### src/rtl/sobel_frame_ctrl.sv
// Frame sequencer between the SPI pixel front end and the Sobel core: tags pushes with
// col/row, tracks pixels in flight, drains the core and pulses frame completion.
// Define SOBEL_FRAME_CTRL_FLUSH_EN to add IMG_WIDTH+1 line-buffer flush dummies per frame.
module sobel_frame_ctrl #(
    parameter int IMG_WIDTH  = 640,
    parameter int IMG_HEIGHT = 480,
    parameter int CW         = $clog2(IMG_WIDTH),
    parameter int RW         = $clog2(IMG_HEIGHT),
    parameter int FW         = $clog2(2*IMG_WIDTH+4)
) (
    input  logic          clk_i,
    input  logic          nreset_i,
    input  logic          enable_i,
    input  logic          px_rdy_i,
    output logic          core_in_valid_o,
    output logic          core_dummy_o,
    output logic          core_sof_o,
    output logic          core_eol_o,
    output logic [CW-1:0] col_o,
    output logic [RW-1:0] row_o,
    input  logic          core_out_valid_i,
    output logic          px_rdy_o,
    output logic          busy_o,
    output logic          frame_done_o,
    output logic          error_o
);

    typedef enum logic [2:0] {
        ST_IDLE,
        ST_RUN,
        ST_FLUSH,
        ST_DRAIN,
        ST_DONE
    } state_e;

    localparam logic [CW-1:0] COL_LAST = CW'(IMG_WIDTH - 1);
    localparam logic [RW-1:0] ROW_LAST = RW'(IMG_HEIGHT - 1);
    localparam logic [FW-1:0] INFL_MAX = '1;

    state_e        state_q, state_d;
    logic [CW-1:0] col_q, col_d;
    logic [RW-1:0] row_q, row_d;
    logic [FW-1:0] inflight_q, inflight_d;
    logic          error_q, error_d;

    logic          in_valid_q, in_valid_d;
    logic          sof_q, sof_d;
    logic          eol_q, eol_d;
    logic [CW-1:0] col_out_q, col_out_d;
    logic [RW-1:0] row_out_q, row_out_d;
    logic          px_rdy_q, px_rdy_d;
    logic          busy_q, busy_d;
    logic          done_q, done_d;

    logic          push;
    logic          push_sof;

`ifdef SOBEL_FRAME_CTRL_FLUSH_EN
    localparam int FLW = $clog2(IMG_WIDTH + 1);
    localparam logic [FLW-1:0] FLUSH_LAST = FLW'(IMG_WIDTH);

    logic [FLW-1:0] flush_cnt_q, flush_cnt_d;
    logic           dummy_q, dummy_d;
    logic           push_dummy;
`endif

    always_comb begin
        state_d    = state_q;
        col_d      = col_q;
        row_d      = row_q;
        inflight_d = inflight_q;
        error_d    = error_q;
        push       = 1'b0;
        push_sof   = 1'b0;
`ifdef SOBEL_FRAME_CTRL_FLUSH_EN
        push_dummy  = 1'b0;
        flush_cnt_d = flush_cnt_q;
`endif

        case (state_q)
            ST_IDLE: begin
                if (px_rdy_i) begin
                    push     = 1'b1;
                    push_sof = 1'b1;
                    state_d  = ST_RUN;
                end
            end
            ST_RUN: begin
                if (px_rdy_i) begin
                    push = 1'b1;
                    if (col_q == COL_LAST && row_q == ROW_LAST) begin
`ifdef SOBEL_FRAME_CTRL_FLUSH_EN
                        state_d = ST_FLUSH;
`else
                        state_d = ST_DRAIN;
`endif
                    end
                end
            end
`ifdef SOBEL_FRAME_CTRL_FLUSH_EN
            ST_FLUSH: begin
                push       = 1'b1;
                push_dummy = 1'b1;
                if (px_rdy_i) begin
                    error_d = 1'b1;
                end
                if (flush_cnt_q == FLUSH_LAST) begin
                    flush_cnt_d = '0;
                    state_d     = ST_DRAIN;
                end else begin
                    flush_cnt_d = flush_cnt_q + 1'b1;
                end
            end
`endif
            ST_DRAIN: begin
                if (px_rdy_i) begin
                    error_d = 1'b1;
                end
                if (inflight_q == '0) begin
                    state_d = ST_DONE;
                end
            end
            ST_DONE: begin
                if (px_rdy_i) begin
                    error_d = 1'b1;
                end
                col_d   = '0;
                row_d   = '0;
                state_d = ST_IDLE;
            end
            default: state_d = ST_IDLE;
        endcase

        // Dummies keep walking the raster past the last line so the core sees a coherent position.
        if (push) begin
            if (col_q == COL_LAST) begin
                col_d = '0;
                row_d = row_q + 1'b1;
            end else begin
                col_d = col_q + 1'b1;
            end
        end

        case ({push, core_out_valid_i})
            2'b10: begin
                if (inflight_q == INFL_MAX) begin
                    error_d = 1'b1;
                end else begin
                    inflight_d = inflight_q + 1'b1;
                end
            end
            2'b01: begin
                if (inflight_q == '0) begin
                    error_d = 1'b1;
                end else begin
                    inflight_d = inflight_q - 1'b1;
                end
            end
            default: ;
        endcase

        if (!enable_i) begin
            state_d    = ST_IDLE;
            col_d      = '0;
            row_d      = '0;
            inflight_d = '0;
            error_d    = 1'b0;
            push       = 1'b0;
            push_sof   = 1'b0;
`ifdef SOBEL_FRAME_CTRL_FLUSH_EN
            push_dummy  = 1'b0;
            flush_cnt_d = '0;
`endif
        end

        in_valid_d = push;
        sof_d      = push_sof;
        eol_d      = push && (col_q == COL_LAST);
        col_out_d  = push ? col_q : '0;
        row_out_d  = push ? row_q : '0;
        px_rdy_d   = core_out_valid_i;
        busy_d     = (state_d == ST_RUN) || (state_d == ST_FLUSH) || (state_d == ST_DRAIN);
        done_d     = (state_d == ST_DONE);
`ifdef SOBEL_FRAME_CTRL_FLUSH_EN
        dummy_d    = push_dummy;
`endif
    end

    always_ff @(posedge clk_i or negedge nreset_i) begin
        if (!nreset_i) begin
            state_q    <= ST_IDLE;
            col_q      <= '0;
            row_q      <= '0;
            inflight_q <= '0;
            error_q    <= 1'b0;
            in_valid_q <= 1'b0;
            sof_q      <= 1'b0;
            eol_q      <= 1'b0;
            col_out_q  <= '0;
            row_out_q  <= '0;
            px_rdy_q   <= 1'b0;
            busy_q     <= 1'b0;
            done_q     <= 1'b0;
`ifdef SOBEL_FRAME_CTRL_FLUSH_EN
            flush_cnt_q <= '0;
            dummy_q     <= 1'b0;
`endif
        end else begin
            state_q    <= state_d;
            col_q      <= col_d;
            row_q      <= row_d;
            inflight_q <= inflight_d;
            error_q    <= error_d;
            in_valid_q <= in_valid_d;
            sof_q      <= sof_d;
            eol_q      <= eol_d;
            col_out_q  <= col_out_d;
            row_out_q  <= row_out_d;
            px_rdy_q   <= px_rdy_d;
            busy_q     <= busy_d;
            done_q     <= done_d;
`ifdef SOBEL_FRAME_CTRL_FLUSH_EN
            flush_cnt_q <= flush_cnt_d;
            dummy_q     <= dummy_d;
`endif
        end
    end

    assign core_in_valid_o = in_valid_q;
    assign core_sof_o      = sof_q;
    assign core_eol_o      = eol_q;
    assign col_o           = col_out_q;
    assign row_o           = row_out_q;
    assign px_rdy_o        = px_rdy_q;
    assign busy_o          = busy_q;
    assign frame_done_o    = done_q;
    assign error_o         = error_q;
`ifdef SOBEL_FRAME_CTRL_FLUSH_EN
    assign core_dummy_o    = dummy_q;
`else
    assign core_dummy_o    = 1'b0;
`endif

endmodule

### config.mk
export PLATFORM = sky130hd
export DESIGN_NAME = sobel_frame_ctrl
export DESIGN_NICKNAME = d
export VERILOG_FILES = /design/src/rtl/sobel_frame_ctrl.sv
export SDC_FILE = /design/constraint.sdc
export NUM_CORES = 1
export LEC_CHECK = 0
export ABC_AREA = 1
export CAP_MARGIN = 20
export CORE_UTILIZATION = 61
export CTS_CLUSTER_DIAMETER = 40
export DETAILED_ROUTE_END_ITERATION = 10
export PLACE_DENSITY = 0.92
export SLEW_MARGIN = 10
export SYNTH_ARGS = -nofsm -noshare
export SYNTH_HDL_FRONTEND = slang
export SYNTH_SLANG_ARGS = --single-unit
### constraint.sdc
create_clock -name clk_i -period 4.5 [get_ports clk_i]
set_input_delay 0.675 -clock clk_i [delete_from_list [all_inputs] [get_ports clk_i]]
set_output_delay 0.675 -clock clk_i [all_outputs]
set_load 0.1 [all_outputs]
* Yosys cells after proc, flatten, opt, wreduce, memory -nomap -nowiden *
Index checks and enable logic that the tools add are counted.

storage, ports and cells
  output and inout bits = 27
  input bits = 5
  logic and storage cells = 73
  bits in registers = 59

cells by class
  equal/unequal tests = 16
  muxes and demuxes = 31
  reduce and logical (&&, ||, !) cells = 9
  $add $sub $neg = 4

operators by type and width
  cell                     number
  $mux W10                 5
  $mux W9                  5
  $mux W11                 3
  $pmux W11 S2             1
  $mux W3                  5
  $add A11 B1 Y11 const B  1
  $eq A11 B11 Y1 const B   1
  $logic_not A11 Y1        1
  $sub A11 B1 Y11 const B  1
  $add A10 B1 Y10 const B  1
  $eq A10 B10 Y1 const B   1
  $mux W1                  10
  $add A9 B1 Y9 const B    1
  $eq A3 B2 Y1 const B     3
  $eq A9 B9 Y1 const B     1
  $pmux W3 S3              1
  $eq A3 B1 Y1 const B     2
  $eq A3 B3 Y1 const B     2
  $ne A3 B1 Y1 const B     2
  $ne A3 B3 Y1 const B     2
  $reduce_or A2 Y1         2
  $logic_not A3 Y1         1
  $reduce_and A3 Y1        1
  $eq A2 B1 Y1 const B     1
  4 further kinds          6

* Depth between registers and ports, before layout *
Gate-level depths: netlist (run 1).

  word-level depth = 9
  gate-level depth with buffers = 16
  depth with buffers taken out = 15

* Worst setup path before layout (run 1) *
Ideal clock, no wire load.

  path kind = input to register
  start = in px_rdy_i
  end = reg inflight_q[4]
  data required time = 4.383 ns
  path buffers = 1
  setup time = 0.117 ns
  path slack = 2.238 ns
  stages on the path = 11
  arrival = 2.145 ns
  cell sequence = nand2_2 ha_1 buf_6 xor2_1 ha_1 o21bai_1 nand3_1 nand3_1 or2_0 nand3_1 nand2_1

on the way
  word-level cells in the longest chain between the ends = 5
  elaborated cells between the ends (all ways) = 10
  those cells by class = 5 x eq/ne; 4 x mux; 1 x reduce/logical

ends and longest elaborated chain
  what                                                            line    source
  start: declaration                                              14      input logic px_rdy_i,
  $mux W1 (*)                                                     82, 89
  $mux W1 (*)                                                     n/a
  $eq A2 B1 Y1 or $eq A2 B2 Y1 (tied branches)                    144     case ({push, core_out_valid_i})
  $ne A3 B1 Y1 (no source line), or another cell as far along     n/a
  $reduce_and A3 Y1 (no source line) or $mux W11 (tied branches)  n/a
  end signal: assignment                                          212     inflight_q <= inflight_d;
  end: declaration                                                43      logic [FW-1:0] inflight_q, inflight_d;

Every way passes the cells marked *; elsewhere a longest branch is shown, timed or not.
A chain may end at the register's enable or synchronous reset.

* Final worst setup path (run 1) *
Ends and elaborated chain as after synthesis.

==> summary.md, run 1 <==
| Metric | Value |
|---|---|
| Unique masters post-synth | 39 |
| TNS Setup | 0 ns |
| Async S/R FF share, synth | between 90% and 100% |
| I/O pin total | 32 |
| Post-CTS setup repair buffer count | 0 |
| Min Tclk post-route | approximately 2.9 ns |
| Routability Congestion | roughly 0.95 |
| Number of synthesized register bits | just under 60 |
| Initial DRC Count | 219 |
| DRC violation count after routing | 0 |
| HPWL after detailed placement | 5080 um |
| Power Internal | 0.900 mW |
| Die width | 75.2 um |
| CTS Sinks | between 50 and 60 |
| GRT Util Overall | 29.1% |
| Wire per inst | 13.8 um |
| Total iterations of the first detailed-routing run | 5 |
| Combinational share of power | 18.1% |
| Power per standard cell area | 345 nW/um2 |
| CP max stage delay | 0.60 ns |
| Placed cells | 518 |
| CP arrival | 3.13 ns |
| Synth Warn # | 0 |
| CTS tree | yes |
| Worst vdd ir | 0.215 mV |
| Grt met2 use | a little under half |
| Worst path slowest cell | ha_1 |
| Critical-path cell list | clkdlybuf4s50_1 -> nand2_2 -> ha_1 -> xor2_1 -> ha_1 -> o21bai_1 -> nand3_1 -> nand3_1 -> or2_0 -> nand3_1 -> nand2_1 |
| Startpoint Class | input pin |
| Largest net degree at the start of global routing | 60 |
| Most used routing layer | met2 |
| Hold buffer count at CTS | 0 |
| H-tree levels | 3 |
| Leakage power | 1.90 nW |
| DR vias | about 2900 |
| Final period util | 64.2% |
| Die H | 75.2 um |
| Synthesized area | 3270 um2 |
| Routed Antenna Nets | 0 |
| GR Overflow Total | 0 |
| Core Area | 5140 um2 |
| Port Buffer Count | 30 |
| Row count | 26 |
| GRT met1 Usage | 36.9% |
| Slew Limit Headroom | 33.8% |
| Fin cells | roughly 530 |
| CTS root buf | clkbuf_8 |
| Vias in the first global route | approximately 2700 |
| Cell count after synthesis | 425 |
| Clock transition at path regs | 0.07 ns |
| Endpoints failing hold | 0 |
| Critical path class | input pin to register |
| Clock Skews | 0.00880 ns |
| RSZ-0062 raised after global routing | no |
| Ant diodes | 0 |
| First-pass GRT wire length | 12000 um |
| Sequential share of power | 43.9% |
| Status | finished clean |
| Max clock buf depth | 2 |
| Psw | 0.407 mW |
| Slew @ Worst Pin | 0.990 ns |
| NumNets Final | 472 |
| Area delta synth->final | 16.1% |
| Switching fraction of total power | a little over 30% |
| Avg Inst Size Synth | slightly below 8 um2 |
| Crit end category | register |
| Buf/Inv on CP | 1 |
| Syn Nets | around 440 |
| PostCTS Resize Cnt | 0 |
| # setup viols final | 0 |
| Worst Path Required | 4.74 ns |
| Clock latency on the worst-skew pair | 0.35 ns |
| Ys flop type | dfrtp_1 |
| Met3 Usage GRT | 6.56% |
| Post-synth EDFFs | 0 |
| Critical path's most frequent cell | nand3_1 |
| Clk pwr share | 38.0% |
| CTS Buf Count | 9 |
| Crit-path leading delay family | adder cells |
| Initial Util | 63.5% |
| Maximum clock rate | 346 MHz |
| Initial antenna violation count | 0 |
| Layout cells sized above 1 | approximately 7.8% |
| DRT Wirelength | 7350 um |
| Seq/Total Area, Yosys | 45.2% |
| Die area | 5650 um2 |
| Fin. max-slew vios | 0 |
| Drt via density | between 5 and 6 |
| Hold Path Class | input pin to async pin |
| Worst Path Max Fanout | 18 |
| Maxcap violations | 0 |
[Yosys cell counts (3+ instances only)]
cell,number,area (um2)
a21oi_1,10,50.1
buf_2,3,15.0
dfrtp_1,59,1480
ha_1,8,100
inv_1,61,229
nand2_1,114,428
nand3_1,29,145
nand3b_1,4,30.0
nand4_1,6,37.5
nor2_1,54,203
nor2_2,3,18.8
nor3_1,12,60.1
o21ai_0,21,105
o21ai_1,4,20.0
o22ai_1,3,18.8
xor2_1,6,52.6
[placed cells by master (no fill, tap or decap), drive strengths merged, types with 2 or more instances in the layout]
master / instances
inv: 62
nand4: 7
nand3b: 4
nand2: 116
xor2: 6
nor2: 59
or2: 3
clkinvlp: 2
nand3: 32
clkbuf: 11
o22ai: 3
ha: 8
o21ai: 26
a31oi: 2
dfrtp: 59
a21oi: 10
clkdlybuf4s50: 29
buf: 2
nor3: 13
o21bai: 2
[area by class of cell]
class	count	area (um2)
clock inverter	4	50.0
clock buffer	11	151
multi-input combinational	296	1490
timing repair buffer	31	303
sequential	59	1480
inverter	62	233
tap	70	87.6
fill	410	1350
[path summary, 6_finish.rpt]
path	from	cells after the start	endpoint	slack [ns]
min	nreset_i	2	core_sof_o	0.46
min in group clk_i	inflight_q[9]	2	inflight_q[9]	0.53
max reg2reg	state_q[2]	15	inflight_q[9]	1.84
min reg2reg	inflight_q[9]	2	inflight_q[9]	0.53
max in group asynchronous	nreset_i	2	row_q[1]	3.54
max	px_rdy_i	11	inflight_q[4]	1.61
[per-stage QoR]
stage          hold WS, ns  worst slack (ns)  util [%]  cell area (um2)  power, mW
2_1_floorplan        0.379              2.24         -             3270      0.756
3_3_place_gp         0.500              1.38      69.8             3590      0.808
3_5_place_dp         0.506              1.29      69.8             3590      0.813
4_1_cts              0.492              1.65      73.7             3790       1.31
5_1_grt              0.532              1.40      73.7             3790       1.36
6_report             0.461              1.61      73.7             3790       1.31
[cells by family after synthesis]
family                   count (synthesis)  share of synthesized area (%)
AND/OR/NAND/NOR                        234                           32.3
buffers and inverters                   70                           9.19
flip-flops                              59                           45.2
AO/OA/AOI/OAI                           46                           8.20
adder cells (fa/ha/maj)                  8                           3.07
XOR/XNOR                                 7                           1.88
other                                    1                          0.115
[worst reg2reg max path: stages (launching register included)]
cell and delay, ns:
dfrtp_1 0.38, inv_1 0.11, nand3_2 0.13, nand2_1 0.12
nand2_2 0.12, ha_1 0.44, nand2_1 0.19, inv_1 0.05
nor2_1 0.32, nand2_1 0.16, nor2_1 0.15, nand3_1 0.12
nand3_1 0.09, nand2_1 0.05, nand3_1 0.07, nand2_1 0.05
[power by group through the flow]
stage	clock network (mW)	registers, mW	logic (mW)
final	0.497	0.573	0.237
after global routing	0.527	0.576	0.261
after CTS	0.499	0.573	0.234
after detailed placement	0	0.582	0.232
after global placement	0	0.582	0.226
after floorplan	0	0.603	0.154
[flip-flops by register name, indices dropped and copies added (netlist names), 3 cells and up]
signal      count
col_q          10
row_q           9
inflight_q     11
col_o          10
state_q         3
row_o           9
[routing by layer]
| metal | share of wire, % | wire length [um] |
|---|---|---|
| met5 | 0 | 0 |
| met1 | 42 | 3100 |
| met4 | 2.9 | 212 |
| met3 | 7.8 | 576 |
| met2 | 47 | 3470 |
Power figures use the tool's default switching activity.
==> run 2, diff against run 1 <==
--- a/config.mk
+++ b/config.mk
@@ -7,10 +7,10 @@
 export LEC_CHECK = 0
 export ABC_AREA = 1
 export CAP_MARGIN = 20
-export CORE_UTILIZATION = 61
+export CORE_UTILIZATION = 52
 export CTS_CLUSTER_DIAMETER = 40
 export DETAILED_ROUTE_END_ITERATION = 10
-export PLACE_DENSITY = 0.92
+export PLACE_DENSITY = 0.85
 export SLEW_MARGIN = 10
 export SYNTH_ARGS = -nofsm -noshare
 export SYNTH_HDL_FRONTEND = slang
==> constraint.sdc (replaced) <==
create_clock -name clk_i -period 2.59 [get_ports clk_i]
set_input_delay 0.3885 -clock clk_i [delete_from_list [all_inputs] [get_ports clk_i]]
set_output_delay 0.3885 -clock clk_i [all_outputs]
set_load 0.1 [all_outputs]
==> run 2 against run 1 <==
Largest power group unchanged. Highest routed layer unchanged. Count of clock-buffer cells in the layout is 1 lower. Clock skew is 0.0022 ns higher. Sequential power is 74% higher.
==> summary.md, run 2 (synthesis gave the netlist of run 1 again) <==
| Metric | Value |
|---|---|
| Status | finished clean (unchanged) |
| Wl on met1 | 3390 um (was 3100 um) |
| Die area | 6600 um2 (was 5650 um2) |
| DR vias | 2918 (was 2933) |
| Wire per inst | 13.6 um (was 13.8 um) |
| Fin Hold WS | 0.0380 ns (was 0.461 ns) |
| Min Tclk post-route | 2.33 ns |
| Fin. max-slew vios | 0 (unchanged) |
| RSZ-0062 raised after global routing | no (unchanged) |
| Critical path's most frequent cell | nand2_1 (was nand3_1) |
| Die width | 81.2 um (was 75.2 um) |
| Buf/Inv on CP | 3 (was 1) |
| Hold Path Class | input pin to async pin (unchanged) |
| Routability Congestion | 0.909 (was 0.951) |
| Commonest cells after routing, fill and taps aside | nand2_1, inv_1, dfrtp_1, nor2_1, buf_4 (was nand2_1, inv_1, dfrtp_1, nor2_1) |
| DRC violation count after routing | 0 (unchanged) |
| Core Area | 5990 um2 (was 5140 um2) |
| CTS tree | yes (unchanged) |
| Initial DRC Count | 213 (was 219) |
| Final period util | 90.0% |
| # setup viols final | 0 (unchanged) |
| Total iterations of the first detailed-routing run | 5 (unchanged) |
| Worst Path Max Fanout | 9 (was 18) |
| Endpoints failing hold | 0 (unchanged) |
| Worst vdd ir | 0.384 mV (was 0.215 mV) |
| Crit path from | state_q[1] (was px_rdy_i) |
| Routed wl met2 | 3650 um (was 3470 um) |
| HPWL after detailed placement | 5240 um (was 5080 um) |
| Final worst slack | 0.258 ns (was 1.61 ns) |
| Initial antenna violation count | 0 (unchanged) |
| Layout cells sized above 1 | 16.0% (was 7.78%) |
| Vias in the first global route | 2715 (was 2691) |
| CP arrival | 2.56 ns (was 3.13 ns) |
| Worst Path Required | 2.82 ns (was 4.74 ns) |
| Hold buffer count at CTS | 0 (unchanged) |
| Number of flip-flops in the largest register | 11 (unchanged) |
| Drt via density | 5.30 (was 5.50) |
| Clock Skews | 0.0110 ns (was 0.00880 ns) |
| CTS Buf Count | 9 (unchanged) |
| Crit-path leading delay family | simple AND/OR/NAND/NOR gates (was adder cells) |
| I/O pin total | 32 (unchanged) |
| Post-CTS setup repair buffer count | 0 (unchanged) |
| Slew Limit Headroom | 61.5% (was 33.8%) |
| Clock latency on the worst-skew pair | 0.35 ns (about the same) |
| Startpoint Class | register (was input pin) |
| Biggest register | inflight_q (unchanged) |
| Row count | 28 (was 26) |
| Power per standard cell area | 615 nW/um2 (was 345 nW/um2) |
| GR Overflow Total | 0 (unchanged) |
| Clock transition at path regs | 0.07 ns (about the same) |
| CTS root buf | clkbuf_8 (unchanged) |
| Maxcap violations | 0 (unchanged) |
| Routed Antenna Nets | 0 (unchanged) |
| Max Used Layer | met4 (unchanged) |
| Die H | 81.2 um (was 75.2 um) |
| DRT Wirelength | 7490 um (was 7350 um) |
| PostCTS Resize Cnt | 0 (unchanged) |
| Fillers | 476 (was 410) |
| GRT Util Overall | 24.9% (was 29.1%) |
| Area delta synth->final | 17.7% (was 16.1%) |
| Leakage power | 2.02 nW (was 1.90 nW) |
| R2R Path Start | state_q[1] (was state_q[2]) |
| TNS Setup | 0 ns (unchanged) |
| CTS Sinks | 59 (unchanged) |
| Critical path class | register to register (was input pin to register) |
| Slew @ Worst Pin | 0.578 ns (was 0.990 ns) |
| Crit end category | register (unchanged) |
| Initial Util | 54.5% (was 63.5%) |
| Ant diodes | 0 (unchanged) |
| CP max stage delay | 0.38 ns (was 0.60 ns) |
| Worst path slowest cell | dfrtp_1 (was ha_1) |
| H-tree levels | 3 (unchanged) |
| Max clock buf depth | 2 (unchanged) |
| Most common cell after layout, fill and taps aside | nand2_1 (unchanged) |
| First-pass GRT wire length | 12400 um (was 12000 um) |
| NumNets Final | 485 (was 472) |
| Met3 WL post-DR | 309 um (was 576 um) |
| Maximum clock rate | 429 MHz |
| Largest net degree at the start of global routing | 26 (was 60) |
| Pre-CTS WS | 0.00292 ns (was 1.29 ns) |
| Port Buffer Count | 30 (unchanged) |
| Critical-path cell list | inv_1 -> nand3_2 -> nand2_1 -> nand2_2 -> ha_2 -> buf_4 -> nand2_1 -> inv_1 -> nor2_1 -> nand2_1 -> nor2_1 -> nand3_1 -> nand3_1 -> nand2_1 -> nand3_1 -> nand2_1 (was clkdlybuf4s50_1 -> nand2_2 -> ha_1 -> xor2_1 -> ha_1 -> o21bai_1 -> nand3_1 -> nand3_1 -> or2_0 -> nand3_1 -> nand2_1) |
run 2: cell types whose count changed in the layout (fill, tap and decap cells not counted), sizes merged:
cell           delta
buf              +39
clkdlybuf4s50    -26
bufinv            +1
clkbuf            -1
clkinv            +1
clkinvlp          -1
run 2: path summary, 6_finish.rpt:
path / slack [ns] / to / depth (start not counted)
worst min register to register: 0.52 / inflight_q[9] / 2
max in group asynchronous: 1.87 / row_o[0] / 2
min in group clk_i: 0.52 / inflight_q[9] / 2
worst max register to register: 0.26 / inflight_q[10] / 16
worst min-delay path: 0.04 / state_q[0] / 1
worst max-delay path: 0.26 / inflight_q[10] / 16
run 2: cell type report:
type                            instances  area (um2)  share of cell area [%]
Clock buffer                           10         138                    3.58
Timing Repair Buffer                   44         335                    8.72
Multi-Input combinational cell        296        1490                    38.8
Inverter                               62         233                    6.05
Tap cell                               75        93.8                    2.44
Sequential cell                        59        1480                    38.4
Clock inverter                          5        77.6                    2.02
run 2: power breakdown:
part / switching, mW / total [mW] / internal, mW / leakage [nW]
clock network: 0.372 / 0.931 / 0.559 / 0.108
registers: 0.0396 / 0.997 / 0.957 / 0.811
logic: 0.301 / 0.437 / 0.136 / 1.10
total: 0.712 / 2.36 / 1.65 / 2.02
run 2: layer usage:
layer  GRT usage, %  vias up
met5              0        -
met2           40.8       86
li1               -     1441
met4           11.1        0
met3           3.82       12
met1           32.5     1379
run 2: metrics by stage:
| stage | instances | total power, mW | instance area, um2 | util (%) |
|---|---|---|---|---|
| 2_1_floorplan | 425 | 1.31 | 3270 | - |
| 3_3_place_gp | 536 | 1.43 | 3630 | 60.5 |
| 3_5_place_dp | 536 | 1.44 | 3630 | 60.5 |
| 4_1_cts | 551 | 2.37 | 3840 | 64.1 |
| 5_1_grt | 551 | 2.47 | 3840 | 64.2 |
| 6_report | 551 | 2.36 | 3840 | 64.2 |
run 2: worst register-to-register path: stages, from the launching register on:
cell	delay, ns
dfrtp_1	0.38
inv_1	0.10
nand3_2	0.11
nand2_1	0.10
nand2_2	0.06
ha_2	0.24
buf_4	0.18
nand2_1	0.08
inv_1	0.04
nor2_1	0.24
nand2_1	0.14
nor2_1	0.18
nand3_1	0.12
nand3_1	0.09
nand2_1	0.05
nand3_1	0.06
nand2_1	0.05
==> edit: new RTL, flow settings as in run 2 <==
Put one more register stage on the output `error_o`, with the module's reset. The value now appears one clock later. The other outputs are not delayed to match.
--- a/src/rtl/sobel_frame_ctrl.sv
+++ b/src/rtl/sobel_frame_ctrl.sv
@@ -234,7 +234,13 @@
     assign px_rdy_o        = px_rdy_q;
     assign busy_o          = busy_q;
     assign frame_done_o    = done_q;
-    assign error_o         = error_q;
+    always_ff @(posedge clk_i or negedge nreset_i) begin
+        if (!nreset_i) begin
+            error_o <= '0;
+        end else begin
+            error_o <= error_q;
+        end
+    end
 `ifdef SOBEL_FRAME_CTRL_FLUSH_EN
     assign core_dummy_o    = dummy_q;
 `else
Formal check against the unedited RTL: not equivalent (Yosys sat finds a counterexample within 4 cycles, from zero or initial values and one cycle with nreset_i low).
==> edit against run 2 <==
Synthesized cell count shrank 2.4%; sequential cell count up 1; wire length down 1.9%; synthesized area about the same; worst setup slack improved by 0.12 ns; hold slack gained 0.076 ns; non-clock buffer count decreased by 2; global-route usage decreased by 0.17 points; total power is 0.87% lower; cell area down 0.13%; largest power group unchanged; critical path type is now in2reg; clock power shrank 0.8%.
==> edit: results (changes against run 2) <==
.. list-table::
   :header-rows: 1

   * - Metric
     - Value
   * - Outcome
     - finished, final reports clean
   * - Clock Skew
     - 0.007552 ns (-0.003440 ns)
   * - Area taken by multi-input logic gates
     - 1475 um^2 (-1.1%)
   * - Clock Network Area Fraction
     - 0.05637 (+0.0003988)
   * - Final weighted congestion of routability-driven global placement
     - 0.9529 (+4.9%)
   * - Post-synthesis to final-layout area growth
     - 17.63% (about the same)
   * - Max rail drop VDD
     - 438.7 uV (+14%)
   * - Layout cells sized above 1
     - 0.2039 (+0.04420)
   * - Routing usage on met2
     - 0.4092 (+0.0008403)
   * - Met3 demand-to-capacity share in global routing
     - 0.05169 (+0.01348)
   * - Mapped Nets
     - 428 (-2.3%)
   * - DR iter-0 viols
     - 262 (+23%)
   * - Via count of the first global-routing pass
     - 2731 (+0.59%)
   * - Origin of the worst setup path
     - px_rdy_i
   * - Reg-to-reg slack, setup
     - 0.45 ns (+0.19 ns)
   * - Final HPWL DP
     - 5.223 mm (-0.33%)
   * - Non-clock buffer area fraction after layout
     - 0.08341 (-0.003796)
   * - Start of the worst register-to-register path
     - state_q[2]
   * - First drt pass iteration count
     - 6 (+1)
   * - Distinct cells, synth
     - 37 (-5.1%)
   * - Routed met1 length
     - 3.195 mm (-5.8%)
   * - Post-route insts no fill
     - 541 (-1.8%)
   * - Pin count of the biggest net entering global routing
     - 34 (+31%)
   * - Number of filler cells placed in the layout
     - 478 (+0.42%)
   * - Total cell area at the placement stage
     - 3623 um^2 (-0.10%)
   * - Number of instances in the synthesized netlist
     - 415 (-2.4%)
   * - Worst setup path endpoint
     - inflight_q[9]
   * - Final critical-path required period
     - 2.215 ns (-0.1171 ns)
   * - Met1 routing resource usage after global routing
     - 0.3131 (-0.01214)
   * - Dpl cells
     - 525 (-2.1%)
   * - Lkg Pwr
     - 1.946 nW (-3.6%)
   * - Crit path largest cell delay
     - 0.50 ns (+0.12 ns)
   * - Post-detailed-route via-to-cell ratio
     - 5.316 (+0.38%)
   * - Pre-CTS worst setup slack
     - 0.09962 ns (+0.09669 ns)
   * - Met2 Wirelength
     - 3.585 mm (-1.8%)
   * - Total track usage
     - 0.2477 (-0.001742)
   * - Repair and plain buffers
     - 42 (-4.5%)
   * - Multi-input combinational cell count
     - 286 (-3.4%)
   * - Footprint of the flip-flops and latches
     - 1501 um^2 (+1.7%)
   * - Final-stage net count
     - 474 (-2.3%)
   * - Critical path peak fanout
     - 7 (-2)
   * - Worst Reg-to-Reg Cells
     - 14 (-2)
   * - First-pass GRT wire length
     - 12.23 mm (-1.1%)
   * - Synth top cells by count
     - sky130_fd_sc_hd__nand2_1, sky130_fd_sc_hd__dfrtp_1, sky130_fd_sc_hd__inv_1
-- edit: kinds of logic (layout without fill, tap and decap cells) --
logic type | count (synthesis) | count (layout) | share of synthesized area
adders and majority gates | 8 | 8 | 0.03066
xor gates and xnor gates | 6 | 6 | 0.01610
and+or+nand+nor | 222 | 222 | 0.3174
other | 1 | 1 | 0.001149
AOI/OAI and AO/OA | 49 | 49 | 0.08663
DFF | 60 | 60 | 0.4599
buffers and inverters | 69 | 120 | 0.08815
-- edit: how the worst min path moves through the flow --
stage,startpoint,to,slack (ns),depth (start not counted)
after floorplan,nreset_i,busy_o,0.09,0
after global placement,error_q,error_o,0.37,0
after detailed placement,error_q,error_o,0.38,0
after CTS,nreset_i,col_q[9],0.14,1
after global routing,nreset_i,row_o[3],0.17,1
final,nreset_i,row_o[2],0.11,1
-- edit: report_power, final --
part / switching [mW] / internal [mW] / total (mW)
logic: 0.281 / 0.121 / 0.402
registers: 0.0397 / 0.979 / 1.02
clock network: 0.382 / 0.541 / 0.924
